**src/rtl/cp0_pkg.sv**
```systemverilog
// cp0_pkg: shared register map, exception codes and Status bit positions for CP0.
// Latency: n/a (constants and a pure combinational helper).
// Backpressure: n/a.
package cp0_pkg;

  // CP0 register selectors, packed as {regnum[4:0], sel[2:0]}.
  localparam logic [7:0] CP0_BADVADDR = {5'd8,  3'd0};
  localparam logic [7:0] CP0_BADINSTR = {5'd8,  3'd1};
  localparam logic [7:0] CP0_COUNT    = {5'd9,  3'd0};
  localparam logic [7:0] CP0_COMPARE  = {5'd11, 3'd0};
  localparam logic [7:0] CP0_STATUS   = {5'd12, 3'd0};
  localparam logic [7:0] CP0_CAUSE    = {5'd13, 3'd0};
  localparam logic [7:0] CP0_EPC      = {5'd14, 3'd0};

  typedef enum logic [4:0] {
    EXC_INT  = 5'h00,
    EXC_ADEL = 5'h04,
    EXC_ADES = 5'h05,
    EXC_SYS  = 5'h08,
    EXC_BP   = 5'h09,
    EXC_RI   = 5'h0a,
    EXC_OV   = 5'h0c
  } exc_code_t;

  // Status bit positions.
  localparam int IE     = 0;
  localparam int EXL    = 1;
  localparam int ERL    = 2;
  localparam int IM_LSB = 8;

  // Fixed-priority encoder over the synchronous exception sources.
  // Returns EXC_INT when nothing is asserted.
  function automatic exc_code_t exc_prio(input logic ri, input logic sys,
                                         input logic bp, input logic ov,
                                         input logic adel, input logic ades);
    exc_code_t code;
    code = EXC_INT;
    if (ri)        code = EXC_RI;
    else if (sys)  code = EXC_SYS;
    else if (bp)   code = EXC_BP;
    else if (ov)   code = EXC_OV;
    else if (adel) code = EXC_ADEL;
    else if (ades) code = EXC_ADES;
    return code;
  endfunction

endpackage

```
**src/rtl/cp0_timer.sv**
```systemverilog
// cp0_timer: prescaled Count, Compare and the sticky timer_pending flag.
// Latency: Count advances one cycle after the prescaler wraps; pending sets on the same edge.
// Backpressure: none; MTC0 writes are accepted every cycle.
// Ports: clock, reset_n (sync, active-low); count_wr/compare_wr strobes with wr_data;
//        count, compare, timer_pending outputs.
module cp0_timer
  import cp0_pkg::*;
#(
  parameter int COUNT_DIV = 2
) (
  input  logic        clock,
  input  logic        reset_n,
  input  logic        count_wr,
  input  logic        compare_wr,
  input  logic [31:0] wr_data,
  output logic [31:0] count,
  output logic [31:0] compare,
  output logic        timer_pending
);

  localparam int PW = (COUNT_DIV > 1) ? $clog2(COUNT_DIV) : 1;
  localparam logic [PW-1:0] PRESC_MAX = PW'(COUNT_DIV - 1);

  logic [PW-1:0] presc;
  logic          tick;
  logic [31:0]   count_inc;

  assign tick      = (presc == PRESC_MAX);
  assign count_inc = count + 32'd1;

  always_ff @(posedge clock) begin
    if (!reset_n) begin
      presc         <= '0;
      count         <= '0;
      compare       <= '0;
      timer_pending <= 1'b0;
    end else begin
      // A software load restarts the prescaler and beats the increment.
      if (count_wr) begin
        count <= wr_data;
        presc <= '0;
      end else if (tick) begin
        count <= count_inc;
        presc <= '0;
      end else begin
        presc <= presc + 1'b1;
      end

      if (compare_wr) begin
        compare <= wr_data;
      end

      // Only an increment can raise a match; a loaded value never does.
      if (compare_wr) begin
        timer_pending <= 1'b0;
      end else if (!count_wr && tick && (count_inc == compare)) begin
        timer_pending <= 1'b1;
      end
    end
  end

endmodule

```
**src/rtl/cp0_irq_timer.sv**
```systemverilog
// cp0_irq_timer: CP0 with Status/Cause/EPC/BadVAddr/BadInstr, hw irq sampler and optional timer.
// Latency: rd_data and taken_handler combinational; state updates at the next clock edge.
// Backpressure: none; one MTC0/ERET/exception decision per cycle.
// Ports: clock, reset_n (sync, active-low); regnum/sel/wr_data/mtc0 register access; eret;
//        curr_pc/curr_instr/fault_vaddr context; hw_irq; exception sources;
//        rd_data, epc, exc_vector, taken_handler.
// Build option: define CP0_TIMER_EN to include Count/Compare (cp0_timer); otherwise they read 0.
module cp0_irq_timer
  import cp0_pkg::*;
#(
  parameter int          NUM_HW_IRQ   = 6,
  parameter int          COUNT_DIV    = 2,
  parameter logic [31:0] STATUS_RESET = 32'h0000_FF01,
  parameter logic [63:0] EXC_VECTOR   = 64'h0000_0000_0000_0180
) (
  input  logic                  clock,
  input  logic                  reset_n,
  input  logic [4:0]            regnum,
  input  logic [2:0]            sel,
  input  logic [63:0]           wr_data,
  input  logic                  mtc0,
  input  logic                  eret,
  input  logic [63:0]           curr_pc,
  input  logic [31:0]           curr_instr,
  input  logic [63:0]           fault_vaddr,
  input  logic [NUM_HW_IRQ-1:0] hw_irq,
  input  logic                  overflow,
  input  logic                  reserved_inst,
  input  logic                  syscall,
  input  logic                  break_,
  input  logic                  adel,
  input  logic                  ades,
  output logic [63:0]           rd_data,
  output logic [63:0]           epc,
  output logic [63:0]           exc_vector,
  output logic                  taken_handler
);

  logic [31:0] status;
  logic [31:0] status_next;
  logic [1:0]  ip_sw;
  logic [4:0]  exc_code;
  logic [63:0] badvaddr;
  logic [31:0] badinstr;
  logic [5:0]  irq_q;
  logic [5:0]  irq_ext;
  logic [7:0]  ip;
  logic [31:0] cause;
  logic [7:0]  key;
  logic        exc;
  logic        intr;
  logic        addr_exc;
  exc_code_t   code_w;
  logic        wr_status;
  logic        wr_cause;
  logic        wr_epc;
  logic [31:0] count;
  logic [31:0] compare;
  logic        timer_pending;

  assign key        = {regnum, sel};
  assign wr_status  = mtc0 && (key == CP0_STATUS);
  assign wr_cause   = mtc0 && (key == CP0_CAUSE);
  assign wr_epc     = mtc0 && (key == CP0_EPC);
  assign exc_vector = EXC_VECTOR;

`ifdef CP0_TIMER_EN
  logic wr_count;
  logic wr_compare;
  assign wr_count   = mtc0 && (key == CP0_COUNT);
  assign wr_compare = mtc0 && (key == CP0_COMPARE);

  cp0_timer #(
    .COUNT_DIV (COUNT_DIV)
  ) u_timer (
    .clock         (clock),
    .reset_n       (reset_n),
    .count_wr      (wr_count),
    .compare_wr    (wr_compare),
    .wr_data       (wr_data[31:0]),
    .count         (count),
    .compare       (compare),
    .timer_pending (timer_pending)
  );
`else
  assign count         = '0;
  assign compare       = '0;
  assign timer_pending = 1'b0;
`endif

  // Absent hw lines stay 0 in the sampler so their IP bits read 0.
  always_comb begin
    irq_ext                 = '0;
    irq_ext[NUM_HW_IRQ-1:0] = hw_irq;
  end

  assign ip    = {irq_q[5] | timer_pending, irq_q[4:0], ip_sw};
  assign cause = {16'h0000, ip, 1'b0, exc_code, 2'b00};

  assign exc      = reserved_inst | syscall | break_ | overflow | adel | ades;
  assign code_w   = exc_prio(reserved_inst, syscall, break_, overflow, adel, ades);
  assign addr_exc = (code_w == EXC_ADEL) || (code_w == EXC_ADES);
  assign intr     = (|(ip & status[IM_LSB +: 8])) & status[IE] & ~status[ERL] & ~exc;
  assign taken_handler = (exc | intr) & ~status[EXL];

  // Status: software write first, then ERET (dropped when the handler is taken),
  // then the handler entry forcing EXL.
  always_comb begin
    status_next = status;
    if (wr_status) begin
      status_next = wr_data[31:0];
    end
    if (eret && !taken_handler) begin
      if (status[ERL]) status_next[ERL] = 1'b0;
      else             status_next[EXL] = 1'b0;
    end
    if (taken_handler) begin
      status_next[EXL] = 1'b1;
    end
  end

  always_ff @(posedge clock) begin
    if (!reset_n) begin
      status   <= STATUS_RESET;
      ip_sw    <= '0;
      exc_code <= '0;
      epc      <= '0;
      badvaddr <= '0;
      badinstr <= '0;
      irq_q    <= '0;
    end else begin
      status <= status_next;
      irq_q  <= irq_ext;

      if (wr_cause) begin
        ip_sw <= wr_data[9:8];
      end

      // ExcCode tracks exceptions even inside a handler (EXL=1).
      if (exc) begin
        exc_code <= code_w;
      end else if (taken_handler) begin
        exc_code <= EXC_INT;
      end

      // Interrupts resume after the current instruction, exceptions re-execute it.
      if (taken_handler) begin
        epc <= exc ? curr_pc : curr_pc + 64'd4;
      end else if (wr_epc) begin
        epc <= wr_data;
      end

      if (taken_handler && exc) begin
        badinstr <= curr_instr;
      end
      if (taken_handler && exc && addr_exc) begin
        badvaddr <= fault_vaddr;
      end
    end
  end

  always_comb begin
    rd_data = '0;
    case (key)
      CP0_BADVADDR: rd_data = badvaddr;
      CP0_BADINSTR: rd_data = {32'h0, badinstr};
      CP0_COUNT:    rd_data = {32'h0, count};
      CP0_COMPARE:  rd_data = {32'h0, compare};
      CP0_STATUS:   rd_data = {32'h0, status};
      CP0_CAUSE:    rd_data = {32'h0, cause};
      CP0_EPC:      rd_data = epc;
      default:      rd_data = '0;
    endcase
  end

endmodule

```
**config.mk**
```make
export PLATFORM = sky130hd
export DESIGN_NAME = cp0_irq_timer
export DESIGN_NICKNAME = d
export VERILOG_FILES = /design/src/rtl/cp0_pkg.sv /design/src/rtl/cp0_timer.sv /design/src/rtl/cp0_irq_timer.sv
export SDC_FILE = /design/constraint.sdc
export NUM_CORES = 1
export LEC_CHECK = 0
export CAP_MARGIN = 20
export CORE_MARGIN = 1
export CORE_UTILIZATION = 35
export DETAILED_ROUTE_END_ITERATION = 8
export PLACE_DENSITY = 0.67
export RECOVER_POWER = 50
export SYNTH_ARGS = -nofsm -noshare
export SYNTH_HDL_FRONTEND = slang
export SYNTH_SLANG_ARGS = --single-unit
```
**constraint.sdc**
```tcl
create_clock -name clock -period 3.1 [get_ports clock]
set_input_delay 0.465 -clock clock [delete_from_list [all_inputs] [get_ports clock]]
set_output_delay 0.465 -clock clock [all_outputs]
set_load 0.02 [all_outputs]
```
==> impl_metrics.csv, run 1 <==
group,metric,value,unit
logic_synthesis,ys.flop_type,"dfxtp_1",
place,placed_area,15400,um^2
setup_path,worstPathRequired,2.63,ns
sta,slew_headroom,4.24,%
global_route,grt_pass1_vias,10900,
logic_synthesis,ys.warnings.count,0,
global_route,grt_pass1_wl,69.1,mm
run_status,status,"completed",
logic_synthesis,async_reset_ff_share,0,%
sta,finalCritPeriodShare,98.7,%
power_and_ir_drop,peakVddDrop,0.000383,V
global_route,grt_max_degree,77,
power_and_ir_drop,p_sw,1.98,mW
sta,fin_skew,0.00727,ns
power_and_ir_drop,p_int,4.99,mW
floorplanning,fp.dieH,180,um
clock_tree,numCtsBuffers,24,
route,drc,0,
global_route,antenna_found_initial,14,
setup_path,crit_type,"primary input to output port",
clock_tree,clock_latency,0.52,ns
sta,finalSetupViolCount,0,
clock_tree,clockBufferDepth,3,
power_and_ir_drop,swShare,28.4,%
setup_path,cpMaxStageDelayCell,"clkdlybuf4s50_1",
sta,slew_violations,0,
sta,fmax,327,MHz
power_and_ir_drop,seq_power_share,42.2,%
floorplanning,num_io_pins,441,
global_route,grt_remaining_overflow,0,
route,drt_pass1_iterations,6,
sta,hold_viol_final,0,
job,maxCapViolations,0,
sta,period_needed,3.06,ns
clock_tree,cts_tree,"built",
clock_tree,cts_max_level,1,
logic_synthesis,yosysUniqueCellTypes,60,
logic_synthesis,syn_inst,1392,
power_and_ir_drop,p_per_area,429,nW/um^2
route,antenna_left,0,
floorplanning,fp-row-count,64,
power_and_ir_drop,p_leak,6.32,nW
logic_synthesis,synth_edf_count,0,
route,viasPerCell,5.41,
logic_synthesis,yosysSeqAreaShare,36.6,%
min_path,hp-class,"flop to flop",
cells_and_area,n_fill_cell,2922,
clock_tree,clk_pin_slew_worst_paths,0.06,ns
route,drt-total-wl,47.0,mm
logic_synthesis,syn_area_per_cell,8.01,um^2
floorplanning,die_w,180,um
power_and_ir_drop,power_frac_clock,40.3,%
cells_and_area,fin_area,16200,um^2
place,hpwl,36.0,mm
route,vias,11700,
setup_path,startpoint_type,"primary input",
clock_tree,cts.sinks,204,
power_and_ir_drop,combPwrFrac,17.5,%
sta,grt_setup_unrepaired,"yes",
cells_and_area,areaGrowthSynthToFinish,45.7,%
setup_path,critical-path-max-stage-delay,0.46,ns
cells_and_area,final_common_cell,"nand2_1",
setup_path,crit_top_cell,"nor4b_4",
logic_synthesis,synth_area,11100,um^2
logic_synthesis,ys_seq_elements,204,
place,port_buffers,376,
global_route,track_usage,27.8,%
cells_and_area,final_nets,1997,
floorplanning,start_util,36.0,%
floorplanning,die_area,32600,um^2
clock_tree,cts_root_buf,"clkbuf_16",
clock_tree,postCtsHoldBufs,0,
route,routedWlPerCell,21.6,um
cells_and_area,drive_above_1_share,10.2,%
place,gp_congestion,1.00,
sta,worst_slew_pin_slew,1.44,ns
setup_path,cp_cell_sequence,"clkdlybuf4s50_1 -> nor4b_4 -> nand2b_1 -> nor4b_4 -> buf_4 -> buf_12 -> a22oi_1 -> nand2_1 -> clkdlybuf4s15_2",
floorplanning,core,31000,um^2
cells_and_area,final_cell_mix,"379 x nand2_1, 246 x clkdlybuf4s50_1, 204 x dfxtp_1",
setup_path,end_kind,"output port",
route,drtIter0Drc,1212,
sta,fin_hold_ws,0.464,ns
setup_path,critPathArrivalTime,2.59,ns
setup_path,cp_max_fo,20,
==> worst max-delay path, delay by kind of cell <==
family	cells	cell delay, ns
AOI/OAI and AO/OA	1	0.10
buffers and inverters	4	1.07
and+or+nand+nor	4	0.95
==> through the flow <==
stage | instances | power, mW | setup TNS (ns) | setup slack, ns | util (%)
finish | 2172 | 6.96 | 0 | 0.0413 | 52.4
global placement | 2115 | 4.23 | -14.07 | -0.337 | 49.8
detailed placement | 2115 | 4.23 | -15.50 | -0.378 | 49.8
floorplan | 1454 | 3.50 | 0 | 0.472 | -
CTS | 2161 | 7.02 | 0 | 0.0452 | 52.5
global route | 2171 | 7.20 | -0.351 | -0.0345 | 52.4
==> registers in the layout, indices dropped and copies added (netlist names) <==
register,count
badinstr,32
badvaddr,64
epc,64
exc_code,4
ip_sw,2
irq_q,6
status,32
==> power by group through the flow <==
stage / clock network (mW) / registers, mW / logic, mW
after detailed placement: 0 / 2.99 / 1.24
after global routing: 2.95 / 2.94 / 1.31
after CTS: 2.84 / 2.93 / 1.25
after floorplan: 0 / 2.98 / 0.516
after global placement: 0 / 2.99 / 1.23
final: 2.81 / 2.94 / 1.22
==> cells in the mapped netlist (all sizes together) (4+ instances only) <==
cell type    n  area share [%]
a31oi        6            0.34
a22oi       20             1.3
mux2        28             2.8
a21oi       29             1.3
a211o        9            0.71
clkbuf      82             2.8
dfxtp      204              37
a21boi     120             8.1
or3          6            0.34
a222oi      12             1.1
o211a       15             1.3
nand3       76             3.4
nor4        23             1.6
and4b        5            0.45
xnor2       27             2.1
a221o       16             1.4
and2        13            0.73
buf         89             5.4
nand2      379              13
nor2         7            0.24
a211oi       5            0.34
and3        23             1.3
and4        20             1.6
or4          5            0.37
xor2        13             1.0
nor3b        4            0.31
nor3        15            0.92
a22o        48             3.8
nand4       33             2.1
o21ai       29             1.3
inv          7            0.24
==> cell families (layout without fill, tap and decap cells) <==
group	count (synthesis)	after routing	share of synthesized area (%)
AO/OA/AOI/OAI	319	319	21.8
XOR/XNOR	40	40	3.14
adder cells (fa/ha/maj)	1	1	0.112
buffers and inverters	178	489	8.42
flip-flops	204	204	36.6
multiplexers	29	29	2.92
other	2	75	0.0674
AND/OR/NAND/NOR	619	619	26.9
==> what timing repair did <==
| item | CTS | global route |
|---|---|---|
| gates cloned | 1 | 0 |
| pin swaps | 1 | 1 |
| resized for setup | 123 | 25 |
| setup endpoints to repair | 63 | 16 |
| setup buffers | 2 | 0 |
==> cell type report <==
| class | instances | area (um^2) | share of cell area (%) |
|---|---|---|---|
| Clock inverter | 10 | 66.3 | 0.408 |
| Tap cell | 396 | 495 | 3.05 |
| Multi-Input combinational cell | 1072 | 6430 | 39.6 |
| Sequential cell | 204 | 4080 | 25.1 |
| Antenna cell | 11 | 27.5 | 0.169 |
| Clock buffer | 33 | 726 | 4.47 |
| Inverter | 7 | 26.3 | 0.162 |
| Timing Repair Buffer | 439 | 4390 | 27.0 |
==> layer usage <==
| metal | vias to the layer above | part of all wire, % | track usage (%) |
|---|---|---|---|
| met2 | 563 | 44 | 42.1 |
| met1 | 5511 | 44 | 38.8 |
| met5 | - | 0.074 | 0 |
| met3 | 106 | 7.7 | 4.91 |
| met4 | 6 | 3.9 | 11.9 |
| li1 | 5555 | - | - |
==> path summary, 6_finish.rpt <==
kind / from / to / slack [ns] / cells after the start
worst min register to register: badinstr[24]$_SDFFE_PN0P_ / badinstr[24]$_SDFFE_PN0P_ / 0.46 / 2
worst max-delay path: regnum[4] / rd_data[4] / 0.04 / 9
worst min-delay path: badinstr[24]$_SDFFE_PN0P_ / badinstr[24]$_SDFFE_PN0P_ / 0.46 / 2
worst max register to register: status[13]$_SDFFE_PN1N_ / epc[39]$_SDFFE_PN0P_ / 0.81 / 6
(Power assumes the default switching activity.)
==> run 2: changes to the inputs <==
- RECOVER_POWER: 50 -> not set
- clock period: 3.1 -> 3 ns (I/O delays scaled with it)
==> run 2 against run 1 <==
  * Final cell count grew 0.60%
  * Combinational power grew 7%
  * Worst hold slack lost 0.14 ns
  * Global-route usage shrank 0.54 points
  * First-iteration DRC count grew 15%
  * Die area is the same
  * Sequential power grew 3%
  * Total power grew 2.4%
  * Non-clock buffer count grew 21
==> impl_metrics.csv, run 2 (synthesized netlist as in run 1, its figures left out) <==
group,metric,value,unit
run_status,status,"completed",
floorplanning,die_area,32600,um^2
floorplanning,fp.dieH,180,um
setup_path,reg2reg_to,"epc[4]$_SDFFE_PN0P_",
min_path,hp-class,"primary input to flop",
sta,slew_violations,0,
floorplanning,fp-row-count,64,
floorplanning,core,31000,um^2
min_path,worstHoldStart,"reset_n",
route,routedWlPerCell,21.2,um
global_route,grt_pass1_wl,67.9,mm
sta,finalSetupViolCount,0,
power_and_ir_drop,peakVddDrop,0.000378,V
sta,finalCritPeriodShare,99.0,%
power_and_ir_drop,seq_power_share,42.6,%
cells_and_area,areaGrowthSynthToFinish,46.5,%
sta,slew_headroom,51.6,%
global_route,grt_pass1_vias,10900,
clock_tree,postCtsHoldBufs,0,
clock_tree,clockBufferDepth,3,
cells_and_area,final_common_cell,"nand2_1",
cells_and_area,drive_above_1_share,13.0,%
setup_path,cp_max_fo,13,
setup_path,end_kind,"output port",
cells_and_area,n_fill_cell,2959,
route,drtIter0Drc,1399,
route,viasPerCell,5.41,
power_and_ir_drop,p_int,5.14,mW
clock_tree,clk_pin_slew_worst_paths,0.06,ns
setup_path,worstPathRequired,2.55,ns
clock_tree,numCtsBuffers,24,
global_route,grt_remaining_overflow,0,
cells_and_area,final_cell_mix,"379 x nand2_1, 309 x clkdlybuf4s50_1, 204 x dfxtp_1",
setup_path,critPathArrivalTime,2.52,ns
floorplanning,num_io_pins,441,
clock_tree,cts.sinks,204,
cells_and_area,fin_area,16300,um^2
sta,hold_viol_final,0,
route,drt_pass1_iterations,6,
setup_path,crit_type,"primary input to output port",
power_and_ir_drop,finalPower,7.13,mW
route,drt-total-wl,46.4,mm
place,hpwl,35.3,mm
setup_path,timing.rr.start,"status[1]$_SDFF_PN0_",
place,placed_area,15500,um^2
route,vias,11800,
setup_path,startpoint_type,"primary input",
global_route,grt_max_degree,77,
setup_path,rr_worst_depth,6,
min_path,hold_path_depth,2,
job,maxCapViolations,0,
place,port_buffers,376,
route,antenna_left,0,
sta,fmax,337,MHz
clock_tree,cts_tree,"built",
sta,fin_skew,0.0168,ns
sta,worst_slew_pin_slew,0.726,ns
cells_and_area,reg.largest.list,"badvaddr (64), epc (64)",
sta,grt_setup_unrepaired,"no",
clock_tree,clock_latency,0.52,ns
global_route,track_usage,27.3,%
cells_and_area,final_nets,2018,
power_and_ir_drop,swShare,27.9,%
setup_path,worst-r2r-setup-slack,0.79,ns
route,drc,0,
sta,period_needed,2.97,ns
min_path,min_to,"status[0]$_SDFFE_PN1N_",
floorplanning,start_util,36.0,%
floorplanning,die_w,180,um
place,gp_congestion,0.996,
global_route,antenna_found_initial,9,
power_and_ir_drop,p_per_area,437,nW/um^2
power_and_ir_drop,power_frac_clock,39.2,%
power_and_ir_drop,p_sw,1.99,mW
clock_tree,cts_root_buf,"clkbuf_16",
power_and_ir_drop,combPwrFrac,18.3,%
power_and_ir_drop,p_leak,6.32,nW
clock_tree,cts_max_level,1,
==> run 2: changes by cell type in the layout (fill, tap and decap cells not counted), sizes merged <==
cell,before,now
dlymetal6s4s,1,0
clkinvlp,4,0
clkbuf,40,36
diode,11,8
dlymetal6s2s,0,2
buf,63,118
dlygate4sd2,15,0
clkdlybuf4s50,246,309
bufbuf,0,1
clkinv,5,4
inv,8,7
dlygate4sd3,65,0
clkdlybuf4s15,42,28
==> run 2: critical path, stage by stage <==
cell             delay (ns)
clkdlybuf4s50_1        0.52
nor4b_4                0.07
buf_4                  0.13
buf_4                  0.13
and3_4                 0.20
buf_12                 0.15
a222oi_1               0.56
nand2_1                0.11
buf_2                  0.18
==> run 2: timing repair <==
item | 4_1_cts | 5_1_grt
gates cloned | 2 | 1
endpoints found under the setup margin | 63 | 54
resized for setup | 213 | 17
setup buffers | 6 | 2
pin swaps | 4 | 4
==> run 2: power by group through the flow <==
stage          clock network (mW)  logic, mW  registers (mW)
6_report                     2.79       1.30            3.04
2_1_floorplan                   0      0.533            3.08
4_1_cts                      2.84       1.30            3.03
5_1_grt                      2.95       1.39            3.04
3_3_place_gp                    0       1.28            3.09
3_5_place_dp                    0       1.30            3.09
==> run 2: per-layer routing <==
layer / track usage, % / vias up / wire length [um]
li1: - / 5591 / -
met1: 38.7 / 5552 / 20200
met2: 41.3 / 584 / 20300
met3: 4.08 / 91 / 4020
met4: 11.0 / 2 / 1800
met5: 0 / - / 13
==> run 2: cell type report <==
type | count | area (um^2) | area share, %
multi-input combinational | 1072 | 6440 | 39.4
timing repair buffer | 460 | 4530 | 27.7
sequential | 204 | 4080 | 25.0
clock buffer | 34 | 719 | 4.40
tap | 396 | 495 | 3.03
inverter | 7 | 26.3 | 0.161
clock inverter | 4 | 20.0 | 0.123
antenna | 8 | 20.0 | 0.123
==> run 2: how the worst max path moves through the flow <==
stage	startpoint	end	depth (start not counted)
finish	regnum[4]	rd_data[13]	9
global route	regnum[4]	rd_data[24]	8
CTS	regnum[4]	rd_data[62]	9
detailed placement	regnum[4]	rd_data[7]	7
global placement	regnum[4]	rd_data[24]	7
floorplan	regnum[4]	rd_data[36]	6
==> run 2: stage by stage <==
stage | hold WS [ns] | util, % | cells | TNS (ns) | worst slack [ns]
floorplan | 0.432 | - | 1454 | 0 | 0.402
global placement | 0.451 | 50.2 | 2128 | -19.00 | -0.398
detailed placement | 0.456 | 50.2 | 2128 | -21.55 | -0.439
CTS | 0.308 | 52.7 | 2174 | 0 | 0.00438
global route | 0.340 | 52.7 | 2184 | 0 | 0.00406
finish | 0.327 | 52.7 | 2185 | 0 | 0.0300
==> run 3: changes to the inputs <==
- CTS_CLUSTER_SIZE: not set -> 40
- MAX_ROUTING_LAYER: not set -> met4
==> run 3 against run 2 <==
  * Sequential power hardly changed
  * Die area unchanged
  * Non-clock buffer count shrank 6
  * Sequential cell count stayed put
  * Critical path type unchanged
  * Largest cell class unchanged
==> impl_metrics.csv, run 3 (synthesized netlist as in run 1, its figures left out) <==
group,metric,value,unit
route,antenna_left,0,
global_route,grt_max_degree,77,
floorplanning,die_area,32600,um^2
sta,slew_violations,0,
clock_tree,clock_latency,0.53,ns
cells_and_area,fin_area,16200,um^2
sta,finalCritPeriodShare,97.4,%
sta,fmax,342,MHz
clock_tree,numCtsBuffers,24,
global_route,track_usage,28.5,%
global_route,antenna_found_initial,9,
route,drt-total-wl,46.7,mm
cells_and_area,final_nets,2012,
cells_and_area,instances_no_fill,2184,
clock_tree,cts_max_level,1,
job,maxCapViolations,0,
power_and_ir_drop,p_per_area,442,nW/um^2
global_route,grt_pass1_vias,11100,
place,port_buffers,376,
cells_and_area,areaGrowthSynthToFinish,45.6,%
route,drc,0,
cells_and_area,reg.largest.list,"badvaddr (64), epc (64)",
setup_path,cp_max_fo,30,
place,placed_area,15500,um^2
route,routedWlPerCell,21.4,um
clock_tree,cts_root_buf,"clkbuf_16",
clock_tree,clk_pin_slew_worst_paths,0.06,ns
global_route,grt_remaining_overflow,0,
sta,finalSetupViolCount,0,
power_and_ir_drop,swShare,28.0,%
route,wl_met3,3.35,mm
route,wl_met1,21.2,mm
route,topRoutingLayerUsed,"met4",
floorplanning,fp-row-count,64,
cells_and_area,final_cell_mix,"379 x nand2_1, 308 x clkdlybuf4s50_1, 204 x dfxtp_1",
sta,worst_slew_pin_slew,0.739,ns
power_and_ir_drop,peakVddDrop,0.000351,V
place,placedCellCount,2127,
power_and_ir_drop,p_sw,2.01,mW
cells_and_area,drive_above_1_share,11.1,%
floorplanning,core,31000,um^2
clock_tree,cts_tree,"built",
power_and_ir_drop,power_frac_clock,39.5,%
setup_path,end_kind,"output port",
floorplanning,fp.dieH,180,um
floorplanning,die_w,180,um
power_and_ir_drop,combPwrFrac,18.2,%
floorplanning,start_util,36.0,%
floorplanning,num_io_pins,441,
cells_and_area,final_common_cell,"nand2_1",
place,hpwl,35.8,mm
min_path,hp-class,"primary input to flop",
setup_path,startpoint_type,"primary input",
sta,finalSetupTns,0,ns
route,drtIter0Drc,1207,
setup_path,crit_type,"primary input to output port",
setup_path,worstSetupStartpoint,"regnum[3]",
route,viasPerCell,5.41,
sta,slew_headroom,50.7,%
min_path,worstHoldStart,"reset_n",
power_and_ir_drop,p_int,5.16,mW
route,vias,11800,
sta,period_needed,2.92,ns
run_status,status,"completed",
global_route,grt_pass1_wl,69.0,mm
cells_and_area,utilization,52.4,%
power_and_ir_drop,p_leak,6.40,nW
clock_tree,cts.sinks,204,
sta,fin_skew,0.0266,ns
place,gp_congestion,1.00,
setup_path,timing.rr.start,"status[1]$_SDFF_PN0_",
power_and_ir_drop,seq_power_share,42.4,%
route,drt_pass1_iterations,8,
sta,hold_viol_final,0,
setup_path,worstPathRequired,2.55,ns
setup_path,critPathArrivalTime,2.47,ns
route,route.met2.wl,20.7,mm
clock_tree,clockBufferDepth,3,
sta,fin_hold_ws,0.397,ns
[run 3: final timing paths]
| check | to | slack [ns] | depth (start not counted) |
|---|---|---|---|
| setup / recovery | rd_data[53] | 0.08 | 8 |
| setup reg to reg | epc[4]$_SDFFE_PN0P_ | 0.82 | 6 |
| hold / removal | status[0]$_SDFFE_PN1N_ | 0.40 | 2 |
| hold reg to reg | badvaddr[41]$_SDFFE_PN0P_ | 0.46 | 2 |
[run 3: what timing repair did]
item | in CTS | in global routing
gates resized for setup | 130 | 34
buffers inserted | 1 | 4
hold buffers | 0 | 0
cloned | 1 | 0
pin swaps | 0 | 3
setup endpoints to repair | 63 | 62
[run 3: worst max-delay path, cell delays in order]
cell and delay (ns):
clkdlybuf4s50_1 0.49, nor4b_4 0.24, buf_4 0.17, and3_2 0.24, buf_12 0.21, buf_12 0.16
a22o_1 0.14, dlygate4sd2_1 0.33
[run 3: per-stage QoR]
stage                     total power [mW]  setup WS [ns]
after global placement                4.38         -0.391
after CTS                             7.21        -0.0103
after global routing                  7.43        -0.0120
after floorplan                       3.62          0.402
after detailed placement              4.38         -0.440
final                                 7.17         0.0793
[run 3: power by group through the flow]
stage | clock network, mW | logic (mW) | registers (mW)
floorplan | 0 | 0.533 | 3.08
global placement | 0 | 1.28 | 3.09
detailed placement | 0 | 1.29 | 3.09
CTS | 2.88 | 1.30 | 3.03
global route | 2.99 | 1.39 | 3.05
finish | 2.83 | 1.30 | 3.04
[run 3: metal layers]
metal | track usage [%] | vias to the layer above
met5 | - | -
met3 | 3.66 | 88
met4 | 9.78 | 0
met2 | 42.8 | 543
li1 | - | 5590
met1 | 39.2 | 5584
[run 3: area by class of cell]
type | count | area, um^2
clock buffers | 36 | 726
diodes | 9 | 22.5
repair buffers | 454 | 4390
multi-input cells | 1072 | 6440
well taps | 396 | 495
inverters | 7 | 26.3
fillers | 2965 | 14800
flip-flops and latches | 204 | 4080
clock inverters | 6 | 45.0
